$ cat src/rtl/apb_arb_pkg.sv
// Shared types and constants for the arbitrated APB master.
package apb_arb_pkg;

    localparam int unsigned ADDR_W       = 32;
    localparam int unsigned DATA_W       = 32;
    localparam int unsigned NREQ_DEFAULT = 2;

    typedef enum logic [1:0] {
        StIdle,
        StSetup,
        StAccess
    } apb_state_e;

endpackage

$ cat src/rtl/apb_rr_arb.sv
// Round-robin arbiter: combinational one-hot grant and a registered priority pointer.
module apb_rr_arb
    import apb_arb_pkg::*;
#(
    parameter int unsigned NREQ = NREQ_DEFAULT,
    parameter int unsigned IdxW = $clog2(NREQ)
) (
    input  logic            clk,
    input  logic            rst,
    input  logic [NREQ-1:0] req_i,
    input  logic            accept_i,
    output logic [NREQ-1:0] grant_o,
    output logic [IdxW-1:0] idx_o
);

    logic [IdxW-1:0] ptr_q, ptr_d;
    logic            found;

    // Search from the pointer upward first, then wrap to the indices below it.
    always_comb begin
        grant_o = '0;
        idx_o   = '0;
        found   = 1'b0;
        for (int unsigned j = 0; j < NREQ; j++) begin
            if (!found && req_i[j] && (IdxW'(j) >= ptr_q)) begin
                found      = 1'b1;
                grant_o[j] = 1'b1;
                idx_o      = IdxW'(j);
            end
        end
        for (int unsigned j = 0; j < NREQ; j++) begin
            if (!found && req_i[j] && (IdxW'(j) < ptr_q)) begin
                found      = 1'b1;
                grant_o[j] = 1'b1;
                idx_o      = IdxW'(j);
            end
        end
    end

    always_comb begin
        ptr_d = ptr_q;
        if (accept_i) begin
            ptr_d = (idx_o == IdxW'(NREQ - 1)) ? '0 : idx_o + 1'b1;
        end
    end

    always_ff @(posedge clk or posedge rst) begin
        if (rst) begin
            ptr_q <= '0;
        end else begin
            ptr_q <= ptr_d;
        end
    end

endmodule

$ cat src/rtl/apb_arb_master.sv
// APB master shared by NREQ requesters through a round-robin arbiter.
// Define APB_ARB_TIMEOUT_EN to abort ACCESS after TIMEOUT_CYCLES wait states.
module apb_arb_master
    import apb_arb_pkg::*;
#(
    parameter int unsigned NREQ           = NREQ_DEFAULT,
    parameter int unsigned TIMEOUT_CYCLES = 16
) (
    input  logic                     clk,
    input  logic                     PRESET,
    input  logic [NREQ-1:0]          req_valid,
    input  logic [NREQ-1:0]          req_write,
    input  logic [NREQ*ADDR_W-1:0]   req_addr,
    input  logic [NREQ*DATA_W-1:0]   req_wdata,
    output logic [NREQ-1:0]          req_ready,
    output logic [NREQ-1:0]          rsp_valid,
    output logic [DATA_W-1:0]        rsp_rdata,
    output logic                     rsp_err,
    output logic                     PSEL1,
    output logic                     PENABLE,
    output logic                     PWRITE,
    output logic [ADDR_W-1:0]        PADDR,
    output logic [DATA_W-1:0]        PWDATA,
    input  logic [DATA_W-1:0]        PRDATA,
    input  logic                     PREADY,
    input  logic                     PSLVERR
);

    localparam int unsigned IdxW = $clog2(NREQ);

    apb_state_e          state_q, state_d;
    logic [ADDR_W-1:0]   paddr_q, paddr_d;
    logic [DATA_W-1:0]   pwdata_q, pwdata_d;
    logic                pwrite_q, pwrite_d;
    logic [IdxW-1:0]     owner_q, owner_d;
    logic [NREQ-1:0]     rsp_valid_q, rsp_valid_d;
    logic [DATA_W-1:0]   rsp_rdata_q, rsp_rdata_d;
    logic                rsp_err_q, rsp_err_d;

    logic [NREQ-1:0]     grant;
    logic [IdxW-1:0]     win_idx;
    logic                accept;
    logic                tmo_hit;

    apb_rr_arb #(
        .NREQ (NREQ),
        .IdxW (IdxW)
    ) u_arb (
        .clk      (clk),
        .rst      (PRESET),
        .req_i    (req_valid),
        .accept_i (accept),
        .grant_o  (grant),
        .idx_o    (win_idx)
    );

    assign req_ready = (state_q == StIdle) ? grant : '0;
    assign accept    = |req_ready;

`ifdef APB_ARB_TIMEOUT_EN
    localparam int unsigned CntW = $clog2(TIMEOUT_CYCLES + 1);

    // Counts ACCESS cycles already spent with PREADY low.
    logic [CntW-1:0] wait_cnt_q, wait_cnt_d;

    assign tmo_hit = (wait_cnt_q == CntW'(TIMEOUT_CYCLES - 1));

    always_comb begin
        wait_cnt_d = wait_cnt_q;
        if (state_q == StSetup) begin
            wait_cnt_d = '0;
        end else if (state_q == StAccess && !PREADY) begin
            wait_cnt_d = wait_cnt_q + 1'b1;
        end
    end

    always_ff @(posedge clk or posedge PRESET) begin
        if (PRESET) begin
            wait_cnt_q <= '0;
        end else begin
            wait_cnt_q <= wait_cnt_d;
        end
    end
`else
    assign tmo_hit = 1'b0;
`endif

    always_comb begin
        state_d     = state_q;
        paddr_d     = paddr_q;
        pwdata_d    = pwdata_q;
        pwrite_d    = pwrite_q;
        owner_d     = owner_q;
        rsp_valid_d = '0;
        rsp_rdata_d = rsp_rdata_q;
        rsp_err_d   = rsp_err_q;
        unique case (state_q)
            StIdle: begin
                if (accept) begin
                    state_d  = StSetup;
                    paddr_d  = req_addr[win_idx*ADDR_W +: ADDR_W];
                    pwdata_d = req_wdata[win_idx*DATA_W +: DATA_W];
                    pwrite_d = req_write[win_idx];
                    owner_d  = win_idx;
                end
            end
            StSetup: begin
                state_d = StAccess;
            end
            StAccess: begin
                if (PREADY) begin
                    state_d     = StIdle;
                    rsp_valid_d = NREQ'(1) << owner_q;
                    rsp_rdata_d = pwrite_q ? '0 : PRDATA;
                    rsp_err_d   = PSLVERR;
                end else if (tmo_hit) begin
                    state_d     = StIdle;
                    rsp_valid_d = NREQ'(1) << owner_q;
                    rsp_rdata_d = '0;
                    rsp_err_d   = 1'b1;
                end
            end
            default: begin
                state_d = StIdle;
            end
        endcase
    end

    always_ff @(posedge clk or posedge PRESET) begin
        if (PRESET) begin
            state_q     <= StIdle;
            paddr_q     <= '0;
            pwdata_q    <= '0;
            pwrite_q    <= 1'b0;
            owner_q     <= '0;
            rsp_valid_q <= '0;
            rsp_rdata_q <= '0;
            rsp_err_q   <= 1'b0;
        end else begin
            state_q     <= state_d;
            paddr_q     <= paddr_d;
            pwdata_q    <= pwdata_d;
            pwrite_q    <= pwrite_d;
            owner_q     <= owner_d;
            rsp_valid_q <= rsp_valid_d;
            rsp_rdata_q <= rsp_rdata_d;
            rsp_err_q   <= rsp_err_d;
        end
    end

    // Control strobes decode straight from the state register so reset clears them at once.
    assign PSEL1     = (state_q != StIdle);
    assign PENABLE   = (state_q == StAccess);
    assign PADDR     = paddr_q;
    assign PWDATA    = pwdata_q;
    assign PWRITE    = pwrite_q;
    assign rsp_valid = rsp_valid_q;
    assign rsp_rdata = rsp_rdata_q;
    assign rsp_err   = rsp_err_q;

endmodule

$ cat config.mk
export PLATFORM = sky130hd
export DESIGN_NAME = apb_arb_master
export DESIGN_NICKNAME = d
export VERILOG_FILES = /design/src/rtl/apb_arb_pkg.sv /design/src/rtl/apb_rr_arb.sv /design/src/rtl/apb_arb_master.sv
export SDC_FILE = /design/constraint.sdc
export NUM_CORES = 1
export LEC_CHECK = 0
export ABC_AREA = 1
export CORE_MARGIN = 4
export CORE_UTILIZATION = 40
export CTS_BUF_LIST = sky130_fd_sc_hd__clkbuf_8
export DETAILED_ROUTE_END_ITERATION = 12
export GPL_ROUTABILITY_DRIVEN = 1
export PLACE_DENSITY_LB_ADDON = 0.25
export SYNTH_ARGS = -nofsm -noshare
export SYNTH_HDL_FRONTEND = slang
export SYNTH_SLANG_ARGS = --single-unit
$ cat constraint.sdc
create_clock -name clk -period 3.8 [get_ports clk]
set_clock_uncertainty 0.05 [all_clocks]
set_input_delay 0.76 -clock clk [delete_from_list [all_inputs] [get_ports clk]]
set_output_delay 0.76 -clock clk [all_outputs]
set_load 0.01 [all_outputs]
Word level (Yosys, flattened, before mapping)
Cells that the tools add are included.
- order comparisons: 5
- reductions and logical operators: 16
- equality and inequality tests: 4
- add/sub/neg operators: 1
- multiplexer cells: 18
- shift-type cells: 3
- operators by type and width (operator ; count):
    64-bit by 7-bit variable part select with 32-bit output ; 2
    32-bit two-way mux ; 1
    1-bit two-way mux ; 11
    2-bit two-way mux ; 5
    1-bit logical AND ; 7
    2-bit case mux with 3 select lines ; 1
    2-bit AND reduction ; 3
    1-bit zero test ; 3
    2-bit by 1-bit equality test with 1-bit output (second input constant) ; 1
    2-bit equality test (second input constant) ; 1
    1-bit >= comparator (first input constant) ; 2
    2-bit zero test ; 1
    1-bit less-than comparator (first input constant) ; 2
    1-bit by 2-bit less-than comparator with 1-bit output (second input constant) ; 1
    2-bit by 1-bit != test with 1-bit output (second input constant) ; 1
    2-bit != test (second input constant) ; 1
    2-bit nonzero test ; 1
    2-bit OR reduction ; 1
    1-bit by 1-bit left shift with 2-bit output (first input constant) ; 1
    1-bit adder (second input constant) ; 1
- bits of input ports: 168
- output and inout port bits: 104
- register bits after elaboration: 104
- logic and storage cells: 56

Depth between registers and ports, before layout
Gate-level depths: netlist of run 1.
- word-level depth: 19
- depth in mapped cells: 9
- mapped depth without buffers: 7

Cells and area by module
A second synthesis of run 1 with hierarchy kept.
- cells, all modules: 666
- area, all modules: 5022.3 sq um
- by module, submodules not included (module ; area an instance (sq um) ; seq. area each (sq um) ; instances ; cells an instance):
    apb_arb_master ; 4953.5 ; 2577.5 ; 1 ; 654
    apb_rr_arb ; 68.8 ; 25.0 ; 1 ; 12

Worst setup path before layout of run 1
Ideal clock, no wire load.
- path kind: input-to-output
- start point: input port req_valid[1]
- end point: output port req_ready[0]
- path buffers: 2
- slack: 1657 ps
- required time: 2990 ps
- cell stages on the path: 5
- arrival: 1333 ps
- cell sequence: nand2_1 nand3_2 buf_4 buf_2 inv_2
- longest elaborated chain between the ends: 8
- ends and longest elaborated chain (element ; RTL line ; text):
    from (decl) ; apb_arb_master.sv:11 ; input logic [NREQ-1:0] req_valid,
    1-bit logical AND (2 in a row) ; apb_rr_arb.sv:25 ; if (!found && req_i[j] && (IdxW'(j) >= ptr_q)) begin
    1-bit two-way mux ; apb_rr_arb.sv:25 ;
    1-bit zero test ; apb_rr_arb.sv:32 ; if (!found && req_i[j] && (IdxW'(j) < ptr_q)) begin
    1-bit logical AND (2 in a row) ; apb_rr_arb.sv:32 ;
    1-bit two-way mux ; apb_rr_arb.sv:32 ;
    2-bit two-way mux ; apb_arb_master.sv:57 ; assign req_ready = (state_q == StIdle) ? grant : '0;
    to (decl) ; apb_arb_master.sv:15 ; output logic [NREQ-1:0] req_ready,
No other way between the ends.

Final worst setup path of run 1
- start point: input port req_valid[0]
- end point: output port req_ready[1]
- longest elaborated chain between the ends: 15
- elaborated cells on any way between the ends: 16
- classes of those cells: 6 x mux; 10 x reduce/logical
- ends and longest elaborated chain (element ; RTL line):
    1-bit logical AND ; apb_rr_arb.sv:25
    1-bit two-way mux ; apb_rr_arb.sv:25
    1-bit zero test ; apb_rr_arb.sv:25
    1-bit logical AND (2 in a row) ; apb_rr_arb.sv:25
    1-bit two-way mux ; apb_rr_arb.sv:25
    1-bit zero test ; apb_rr_arb.sv:32
    1-bit logical AND (2 in a row) ; apb_rr_arb.sv:32
    1-bit two-way mux ; apb_rr_arb.sv:32
    1-bit zero test ; apb_rr_arb.sv:32
    1-bit logical AND (2 in a row) ; apb_rr_arb.sv:32
    1-bit two-way mux (*) ; apb_rr_arb.sv:32
    2-bit two-way mux (*) ; apb_arb_master.sv:57
Mark *: on every way between the ends. The rest lies on a longest branch, timed or not.

==> reports/results.md, run 1 <==
• 0% — fraction of synthesized cell area in xor and xnor cells
• 4.82 — DR vias/cell
• 0 — residual antenna-violating net count after detailed routing
• 4,962 — number of global-route vias before repair
• 1,066 — instance count after placement with tap cells included
• 11.7 mm — half-perimeter wire length after detailed placement
• 0.00213 mm2 — area used by multi-input combinational logic
• 0.00503 mm2 — cell area after technology mapping
• simple AND/OR/NAND/NOR gates — main combinational cell family by area after synthesis
• 838 — total nets after synthesis
• 1 — antenna violations before repair
• 3 — number of H-tree branching levels
• 0 — synth warn
• 271 — total of buffers placed on input and output ports
• 0.0144 mm2 — area enclosed by the die boundary
• 7 — router iterations before antenna repair
• 104 — CTS sink cnt
• 0.36 ns — later-pin clock latency in the skew report
• 272 — Ports
• 58.1% — synthesis-to-layout area growth
• 670 — number of cells produced by synthesis
• PADDR[5] — worst reg2reg path endpoint
• 51.8% — area fraction of the dominant cell type after synthesis
• clkdlybuf4s50_1 — cell at the slowest stage of the critical path
• 0 — post_cts resized
• primary input — type of origin of the critical path
• 3.88 nW — Leakage
• 40 — number of cell rows
• u_arb.ptr_q — origin of the critical flop-to-flop path
• 27.5% — worst rel slew slack
• 15 — post-synthesis cell type count
• 9 — number of buffers added by the clock tree synthesis step
• 38.9% — simple-gate share of the synthesized area
• 1.08 ns — worst slew pin tran
• 69 — largest net degree at the start of global routing
• 0.805 ns — worst slack at placement
• 120 um — die extent in x
• 0 — max-slew violation count
• 331 x nand2_1, 270 x clkdlybuf4s50_1, 131 x nand3_1 — highest-count cells in the layout ignoring fill and taps
• 0 — count of maximum capacitance violations
• 5 — cell count along the critical path
• 25.6 mm — first-pass GRT wire length
• 9 — cell count of the worst reg-to-reg path
• clkbuf_8 — CTS root buf
• 0 — count of final setup violators
• 2.99 ns — required time worst endpoint
• 7.50 um2 — syn avg cell area
• 104 — total of flip-flops plus latches after synthesis
• primary input to primary output — classification of the worst setup path
• 0% — fraction of synthesized area in multiplexers
• 41.3% — initial standard-cell utilization of the core
• 0 — Post-CTS Setup Inserts
• 1,077 — layout net count
• 1 — count of cells along the worst hold path
• req_ready[1] — Setup crit end
• 2 — Clock Tree Buf Depth
• clkdlybuf4s50_1 > nand2_2 > nand3_2 > inv_1 > clkdlybuf4s50_1 — crit path cell chain
• 0% — post-synthesis share of cell area spent on full adders, half adders and majority gates
• 0.0122 mm2 — core area
• 670 mW/mm2 — Power Dens Cells
• 0 — remaining global-route overflow
• 0 — final-report hold violation count
• nand2_1 — commonest non-fill, non-tap cell in the layout
• flip-flop to flip-flop — path type of the worst min-delay path
• 3.38% — synthesized-area fraction occupied by ao, oa, aoi and oai cells
• primary output — Setup crit end kind
• clkdlybuf4s50_1 — Critical Path Most Common Cell
• 480 — DRC violation total after the first TritonRoute iteration
• 0.10 ns — Clock Pin Slew Worst Setup and Hold Paths
• buffers and inverters — cell family with most CP delay
• dfrtp_1 — cell taking the most area after synthesis
• 0 — DRC violation count after routing
• 3.94% — share of post-route cells with drive strength above 1
• 5.33 mW — PnR Total Power
• 1,083 — post-route non-filler standard cell count
• 0.000359 V — Peak supply drop
• 75.5% — period utilisation layout
• 2.87 ns — fin crit period
• 22.2% — total routing usage reported by global routing
• 1,089 — number of filler instances in the final layout
• 3 — buffer and inverter count on the worst path
• 1.67 ns — slack of the worst reg-to-reg path
• 0.59 ns — crit-path max cell delay
• no — unrepaired setup endpoints after global routing
• 15.4 um — routed length per placed instance
• 51.8% — register area share after synthesis
• 5,222 — routed via count
• 0.930 ns — minimum setup slack in the final design
• 2.06 ns — Critical Path AT
• dfrtp_1 52%, nand2_1 25%, nand3_1 13% — cells taking the most area after synthesis
• complete, no violations — outcome
• 2 — Max Fanout on Critical Path
• 0.419 ns — Fin Hold WS
• 0.00260 mm2 — Register Area
• 16.6 mm — total wire length
• req_valid[0] — crit path launch
• 0 — hold bufs inserted after CTS
• 348 MHz — Achievable Freq
• 120 um — Chip Height
• 0.821 — global placer's final weighted congestion
• done — CTS tree
• 0 ns — Final TNS setup
-- worst register-to-register path, cell delays in order, from the launching register on --
cell and delay, ns:
dfrtp_1 0.37, inv_2 0.04, nand2_2 0.06, buf_4 0.55
nand2_2 0.31, buf_4 0.35, nand2_1 0.13, nand2_1 0.06
nand2_1 0.06, nand2_1 0.05
-- report_power, final --
group	internal [mW]	switching, mW
registers	1.60	0.258
logic	1.38	1.44
clock network	0.259	0.394
-- worst min path at each step --
| stage | start | end | slack, ns |
|---|---|---|---|
| floorplan | owner_q | rsp_valid[0] | 0.38 |
| global placement | owner_q | rsp_valid[0] | 0.40 |
| detailed placement | owner_q | rsp_valid[0] | 0.40 |
| CTS | owner_q | rsp_valid[0] | 0.42 |
| global route | owner_q | rsp_valid[0] | 0.45 |
| finish | owner_q | rsp_valid[0] | 0.42 |
-- final cells by class --
type | instances | area share, %
antenna | 1 | 0.0315
tap | 168 | 2.64
sequential | 104 | 32.7
inverter | 8 | 0.409
timing repair buffer | 280 | 35.1
clock inverter | 6 | 0.551
multi-input combinational | 506 | 26.8
clock buffer | 10 | 1.73
-- cells by family (layout without fill, tap and decap cells) --
logic type             count (synthesis)  count (layout)
DFF                                  104             104
and+or+nand+nor                      472             472
AOI/OAI and AO/OA                     34              34
other                                  0               1
buffers and inverters                 60             304
-- cell usage after synthesis --
cell type and instances:
buf_1 3, buf_2 31, buf_4 2, buf_6 4
clkbuf_1 12, dfrtp_1 104, inv_1 6, inv_2 2
nand2_1 335, nand3_1 131, nand3_2 2, nor2_1 2
nor2_2 2, o21ai_0 3, o21ai_1 31
-- registers in the layout (all words and copies together) (netlist names) --
| signal | cells |
|---|---|
| u_arb.ptr_q | 1 |
| owner_q | 1 |
| PADDR | 32 |
| PWDATA | 32 |
| rsp_err | 1 |
| rsp_valid | 2 |
| state_q | 2 |
| PWRITE | 1 |
| rsp_rdata | 32 |
-- through the flow --
stage                     utilization [%]  cell area (um2)
final                                65.4             7950
after global routing                 65.4             7950
after floorplan                         -             5030
after detailed placement             63.9             7770
after global placement               63.9             7770
after CTS                            65.3             7950
-- layer usage --
layer / vias to the layer above / GRT usage [%] / part of all wire, %
met5: - / 0 / 0
met4: 0 / 10.0 / 3.2
met3: 34 / 5.51 / 7.8
met2: 212 / 36.5 / 48
met1: 2363 / 27.6 / 41
li1: 2613 / - / -
Note: power is estimated with default switching activity, not from simulation.
==> run 2: changes to the inputs <==
- clock period: 3.8 -> 2.7 ns (I/O delays scaled with it)
==> reports/results.md, run 2 (synthesized netlist as in run 1, its figures left out) <==
• 3 — number of H-tree branching levels, unchanged
• 4,979 — number of global-route vias before repair, +0.34%
• 120 um — Chip Height, unchanged
• 40 — number of cell rows, unchanged
• 34.9% — worst rel slew slack, +7.4 points
• 21.9% — total routing usage reported by global routing, -0.30 points
• req_ready[1] — Setup crit end
• no — unrepaired setup endpoints after global routing
• 942 mW/mm2 — Power Dens Cells, +41%
• state_q[0] — origin of the critical flop-to-flop path
• 2.11 ns — required time worst endpoint, -0.88 ns
• 4.35% — share of post-route cells with drive strength above 1, +0.41 points
• 2.42 ns — fin crit period
• 25.5 mm — first-pass GRT wire length, -0.32%
• 0 — max-slew violation count, unchanged
• 0.00784 mm2 — Cell Area, Placed, +0.98%
• 0.00802 mm2 — post-route standard cell area excluding fillers, +0.88%
• 5 — router iterations before antenna repair, -2
• complete, no violations — outcome
• 7 — cell count of the worst reg-to-reg path, -2
• 0.0144 mm2 — area enclosed by the die boundary, unchanged
• 0.80 ns — slack of the worst reg-to-reg path, -0.87 ns
• 1,071 — instance count after placement with tap cells included, +0.47%
• 89.6% — period utilisation layout
• 0 — residual antenna-violating net count after detailed routing, unchanged
• 1,082 — layout net count, +0.46%
• 0 — antenna violations before repair, -1
• 0 — post_cts resized, unchanged
• primary output — Setup crit end kind
• clkbuf_8 — CTS root buf
• 41.3% — initial standard-cell utilization of the core, unchanged
• 0.0122 mm2 — core area, unchanged
• primary input — type of origin of the critical path
• 0 — hold bufs inserted after CTS, unchanged
• 413 MHz — Achievable Freq
• 9 — number of buffers added by the clock tree synthesis step, unchanged
• 0.975 ns — worst slew pin tran, -0.108 ns
• 271 — total of buffers placed on input and output ports, unchanged
• 4.79 — DR vias/cell, -0.65%
• 0 — final-report hold violation count, unchanged
• 14.9 um — routed length per placed instance, -3.0%
• 0.10 ns — Clock Pin Slew Worst Setup and Hold Paths, about the same
• PADDR[6] — worst reg2reg path endpoint
• 0 — count of final setup violators, unchanged
• 105 — largest net degree at the start of global routing, +52%
• 0.398 ns — Fin Hold WS, -0.0209 ns
• 1,076 — number of filler instances in the final layout, -1.2%
• 0 — Post-CTS Setup Inserts, unchanged
• 272 — Ports, unchanged
• 0.818 — global placer's final weighted congestion, -0.43%
• 2 — Clock Tree Buf Depth, unchanged
• flip-flop to flip-flop — path type of the worst min-delay path
• 0 — remaining global-route overflow, unchanged
• 11.6 mm — half-perimeter wire length after detailed placement, -0.38%
• 3 — Max Fanout on Critical Path, +1
• primary input to primary output — classification of the worst setup path
• 331 x nand2_1, 270 x clkdlybuf4s50_1, 131 x nand3_1 — highest-count cells in the layout ignoring fill and taps
• 405 — DRC violation total after the first TritonRoute iteration, -16%
• 1,087 — post-route non-filler standard cell count, +0.37%
• 0 — Diodes inserted, -1
• 0 — count of maximum capacitance violations, unchanged
• 0 ns — Final TNS setup, unchanged
• 5,207 — routed via count, -0.29%
• 0 — DRC violation count after routing, unchanged
• nand2_1 — commonest non-fill, non-tap cell in the layout
• done — CTS tree
• 16.2 mm — total wire length, -2.6%
• 59.5% — synthesis-to-layout area growth
• 0.37 ns — later-pin clock latency in the skew report, about the same
• 3.92 nW — Leakage, +1.2%
• 104 — CTS sink cnt, unchanged
• 1.83 ns — Critical Path AT, -0.23 ns
• req_valid[0] — crit path launch
• 0.000734 V — Peak supply drop, +100%
• 120 um — die extent in x, unchanged
==> run 2: changes by cell type in the layout (fill, tap and decap cells not counted) <==
cell        change
buf_4           +2
diode_2         -1
buf_12          +3
clkinvlp_4      -2
inv_8           +1
clkbuf_8        -1
inv_4           -1
clkinv_4        +2
inv_1           +1
==> run 2: metrics by stage <==
stage               utilization [%]  total power [mW]  setup WS, ns
global placement               64.5              6.66         0.311
finish                         65.9              7.56         0.280
CTS                            65.9              7.64         0.277
detailed placement             64.5              6.72         0.273
floorplan                         -              4.63         0.864
global route                   65.9              8.13         0.224
==> run 2: worst min-delay path by stage <==
stage          startpoint      endpoint  slack, ns  cells past startpoint
2_1_floorplan     owner_q  rsp_valid[0]       0.38                      1
3_3_place_gp      owner_q  rsp_valid[0]       0.40                      1
3_5_place_dp      owner_q  rsp_valid[0]       0.39                      1
4_1_cts           owner_q  rsp_valid[0]       0.40                      1
5_1_grt           owner_q  rsp_valid[0]       0.42                      1
6_report          owner_q  rsp_valid[0]       0.40                      1
==> run 2: where the power goes <==
group,leakage (nW),switching [mW],internal (mW)
sequential,1.31,0.369,2.25
clock,0.0987,0.552,0.346
combinational,2.51,2.04,2.00
==> run 2: layout make-up <==
| type | count | area [um2] | share of cell area [%] |
|---|---|---|---|
| sequential | 104 | 2600 | 32.4 |
| inverter | 8 | 33.8 | 0.421 |
| tap | 168 | 210 | 2.62 |
| clock buffer | 9 | 124 | 1.54 |
| timing repair buffer | 285 | 2860 | 35.7 |
| multi-input combinational | 506 | 2130 | 26.6 |
| clock inverter | 7 | 53.8 | 0.671 |
==> run 2: per-layer routing <==
layer | up-vias | global-route usage (%) | share of wire, %
met4 | 0 | 7.80 | 2.5
met3 | 28 | 5.84 | 7.7
met1 | 2375 | 28.0 | 41
met5 | - | 0 | 0
met2 | 183 | 35.8 | 48
li1 | 2621 | - | -
==> run 2: worst max-delay path, cell delays in order <==
cell and delay [ns]:
clkdlybuf4s50_1 0.45, nand2_2 0.11, nand3_2 0.08, inv_1 0.08
clkdlybuf4s50_1 0.56
==> run 3: changes to the inputs <==
- SYNTH_HIERARCHICAL: not set -> 1
==> reports/results.md, run 3 <==
• no — unrepaired setup endpoints after global routing
• 2.11 ns — required time worst endpoint, about the same
• 51.8% — register area share after synthesis, about the same
• 0.534 ns — worst slew pin tran, -0.441 ns
• 0 — max-slew violation count, unchanged
• 0.811 — global placer's final weighted congestion, -0.81%
• done — CTS tree
• dfrtp_1 — Top FF cell, synth
• 0 — Diodes inserted, unchanged
• 120 um — Chip Height, about the same
• primary input to asynchronous set/reset pin — path type of the worst min-delay path
• 0.0122 mm2 — core area, unchanged
• 834 — total nets after synthesis, -0.48%
• 104 — total of flip-flops plus latches after synthesis, unchanged
• 271 — total of buffers placed on input and output ports, unchanged
• 3 — number of H-tree branching levels, unchanged
• 272 — Ports, unchanged
• 61.8% — synthesis-to-layout area growth
• 308 — DRC violation total after the first TritonRoute iteration, -24%
• 9 — number of buffers added by the clock tree synthesis step, unchanged
• primary output — Setup crit end kind
• dfrtp_1 52%, nand2_1 25%, o21ai_0 6.8% — cells taking the most area after synthesis
• 0 ns — Final TNS setup, unchanged
• 0 — DRC violation count after routing, unchanged
• 7.54 um2 — syn avg cell area, +0.50%
• 16 — post-synthesis cell type count, +1
• 14.6 mm — total wire length, -10%
• dfrtp_1 — cell taking the most area after synthesis
• 104 — largest net degree at the start of global routing, -0.95%
• 0.0144 mm2 — area enclosed by the die boundary, about the same
• clkbuf_8 — CTS root buf
• 0 — hold bufs inserted after CTS, unchanged
• 2.54 ns — fin crit period, +0.118 ns
• 0.10 ns — Clock Pin Slew Worst Setup and Hold Paths, about the same
• 0 — residual antenna-violating net count after detailed routing, unchanged
• 3 — Max Fanout on Critical Path, unchanged
• 0 — number of enable flip-flop cells after synthesis, unchanged
• 0 — antenna violations before repair, unchanged
• clkdlybuf4s50_1 — cell at the slowest stage of the critical path
• 64.4% — worst rel slew slack, +29 points
• complete, no violations — outcome
• 0 — count of final setup violators, unchanged
• 1,090 — layout net count, +0.74%
• 0.36 ns — later-pin clock latency in the skew report, about the same
• 0 — final-report hold violation count, unchanged
• primary input — type of origin of the critical path
• 41.3% — initial standard-cell utilization of the core, about the same
• 19.9% — total routing usage reported by global routing, -2.0 points
• 394 MHz — Achievable Freq, -4.6%
• primary input to primary output — classification of the worst setup path
• 51.8% — area fraction of the dominant cell type after synthesis, about the same
• 4.00 nW — Leakage, +2.1%
• 40 — number of cell rows, unchanged
• 0 — remaining global-route overflow, unchanged
• 0 — Post-CTS Setup Inserts, unchanged
• 6 — synth warn, +6
• 0 — count of maximum capacitance violations, unchanged
• 338 x nand2_1, 271 x clkdlybuf4s50_1, 104 x dfrtp_1 — highest-count cells in the layout ignoring fill and taps
• 2 — Clock Tree Buf Depth, unchanged
• 1.95 ns — Critical Path AT, +0.12 ns
• 104 — CTS sink cnt, unchanged
• nand2_1 — commonest non-fill, non-tap cell in the layout
• 4.44 — DR vias/cell, -7.2%
• nand2_1 — most used standard cell by instance count after synthesis
• clkdlybuf4s50_1 > nand2_1 > nand2_1 > nand2_2 > inv_1 > clkdlybuf4s50_1 — crit path cell chain
• 120 um — die extent in x, about the same
• 13.3 um — routed length per placed instance, -11%
• 0.53 ns — crit-path max cell delay, -0.03 ns
• 0 — post_cts resized, unchanged
• 0.000897 V — Peak supply drop, +22%
• 4 — router iterations before antenna repair, -1
• 10.9 mm — half-perimeter wire length after detailed placement, -6.0%
• 94.0% — period utilisation layout, +4.4 points
• 0.00502 mm2 — cell area after technology mapping, about the same
• 666 — number of cells produced by synthesis, -0.60%
• 5.61% — share of post-route cells with drive strength above 1, +1.3 points
• 22.8 mm — first-pass GRT wire length, -10%
• buffers and inverters — cell family with most CP delay
• 100% — fraction of registers with async set/reset, unchanged
• 3 — buffer and inverter count on the worst path, unchanged
• 999 mW/mm2 — Power Dens Cells, +6.0%
• 340 x nand2_1, 104 x dfrtp_1, 74 x inv_1 — most instantiated cells after synthesis
• 4,867 — routed via count, -6.5%
• 4,575 — number of global-route vias before repair, -8.1%
• 8.12 mW — PnR Total Power, +7.4%
[run 3: changes by cell type in the layout (fill, tap and decap cells not counted), moves of 2 or more]
cell	before	now
nand3_1	131	2
nand2_1	331	338
o21ai_0	3	68
bufinv_16	0	3
nand3_2	2	0
o21ai_1	31	16
nor2_4	0	2
inv_1	7	73
nor2_2	2	0
o21ai_2	0	14
buf_4	10	7
[run 3: routing by layer]
layer	global-route usage, %	wire (um)	vias to the layer above
met5	0	0	-
met2	32.8	6920	174
met4	7.09	307	0
met3	7.16	1310	22
met1	24.0	6040	2154
li1	-	-	2517
[run 3: layout make-up]
| cell class | count | area, um2 |
|---|---|---|
| multi-input combinational | 449 | 1910 |
| inverter | 75 | 285 |
| timing repair buffer | 283 | 2870 |
| sequential | 104 | 2600 |
| clock buffer | 10 | 138 |
| fill | 1046 | 4040 |
| clock inverter | 6 | 115 |
| tap | 168 | 210 |
[run 3: worst paths after layout]
check / start / to / slack [ns] / cells past startpoint
worst max-delay path: req_valid[1] / req_ready[1] / 0.16 / 6
worst min-delay path: PRESET / u_arb/ptr_q / 0.34 / 2
worst max register to register: u_arb/ptr_q / PADDR[26] / 1.07 / 7
worst min register to register: owner_q / rsp_valid[0] / 0.42 / 1
max in group asynchronous: PRESET / PWDATA[21] / 1.55 / 3
min in group clk: owner_q / rsp_valid[0] / 0.42 / 1
[run 3: cells by family (layout without fill, tap and decap cells)]
logic type | Yosys count | after routing | synth area share (%)
and+or+nand+nor | 349 | 349 | 26.6
buffers and inverters | 113 | 374 | 10.5
DFF | 104 | 104 | 51.8
AOI/OAI and AO/OA | 100 | 100 | 11.1
[run 3: per-stage QoR]
step | area, um2 | utilization (%) | cells | hold WS, ns | worst slack [ns]
4_1_cts | 8130 | 66.8 | 1095 | 0.317 | 0.155
3_5_place_dp | 7870 | 64.7 | 1079 | 0.400 | 0.165
5_1_grt | 8130 | 66.8 | 1095 | 0.328 | 0.0667
2_1_floorplan | 5030 | - | 666 | 0.219 | 0.878
6_report | 8130 | 66.8 | 1095 | 0.340 | 0.162
3_3_place_gp | 7870 | 64.7 | 1079 | 0.399 | 0.180
[run 3: power by group]
group,internal [mW],leakage (nW),switching (mW)
clock network,0.646,0.123,0.539
logic,2.11,2.58,2.10
registers,2.31,1.30,0.412
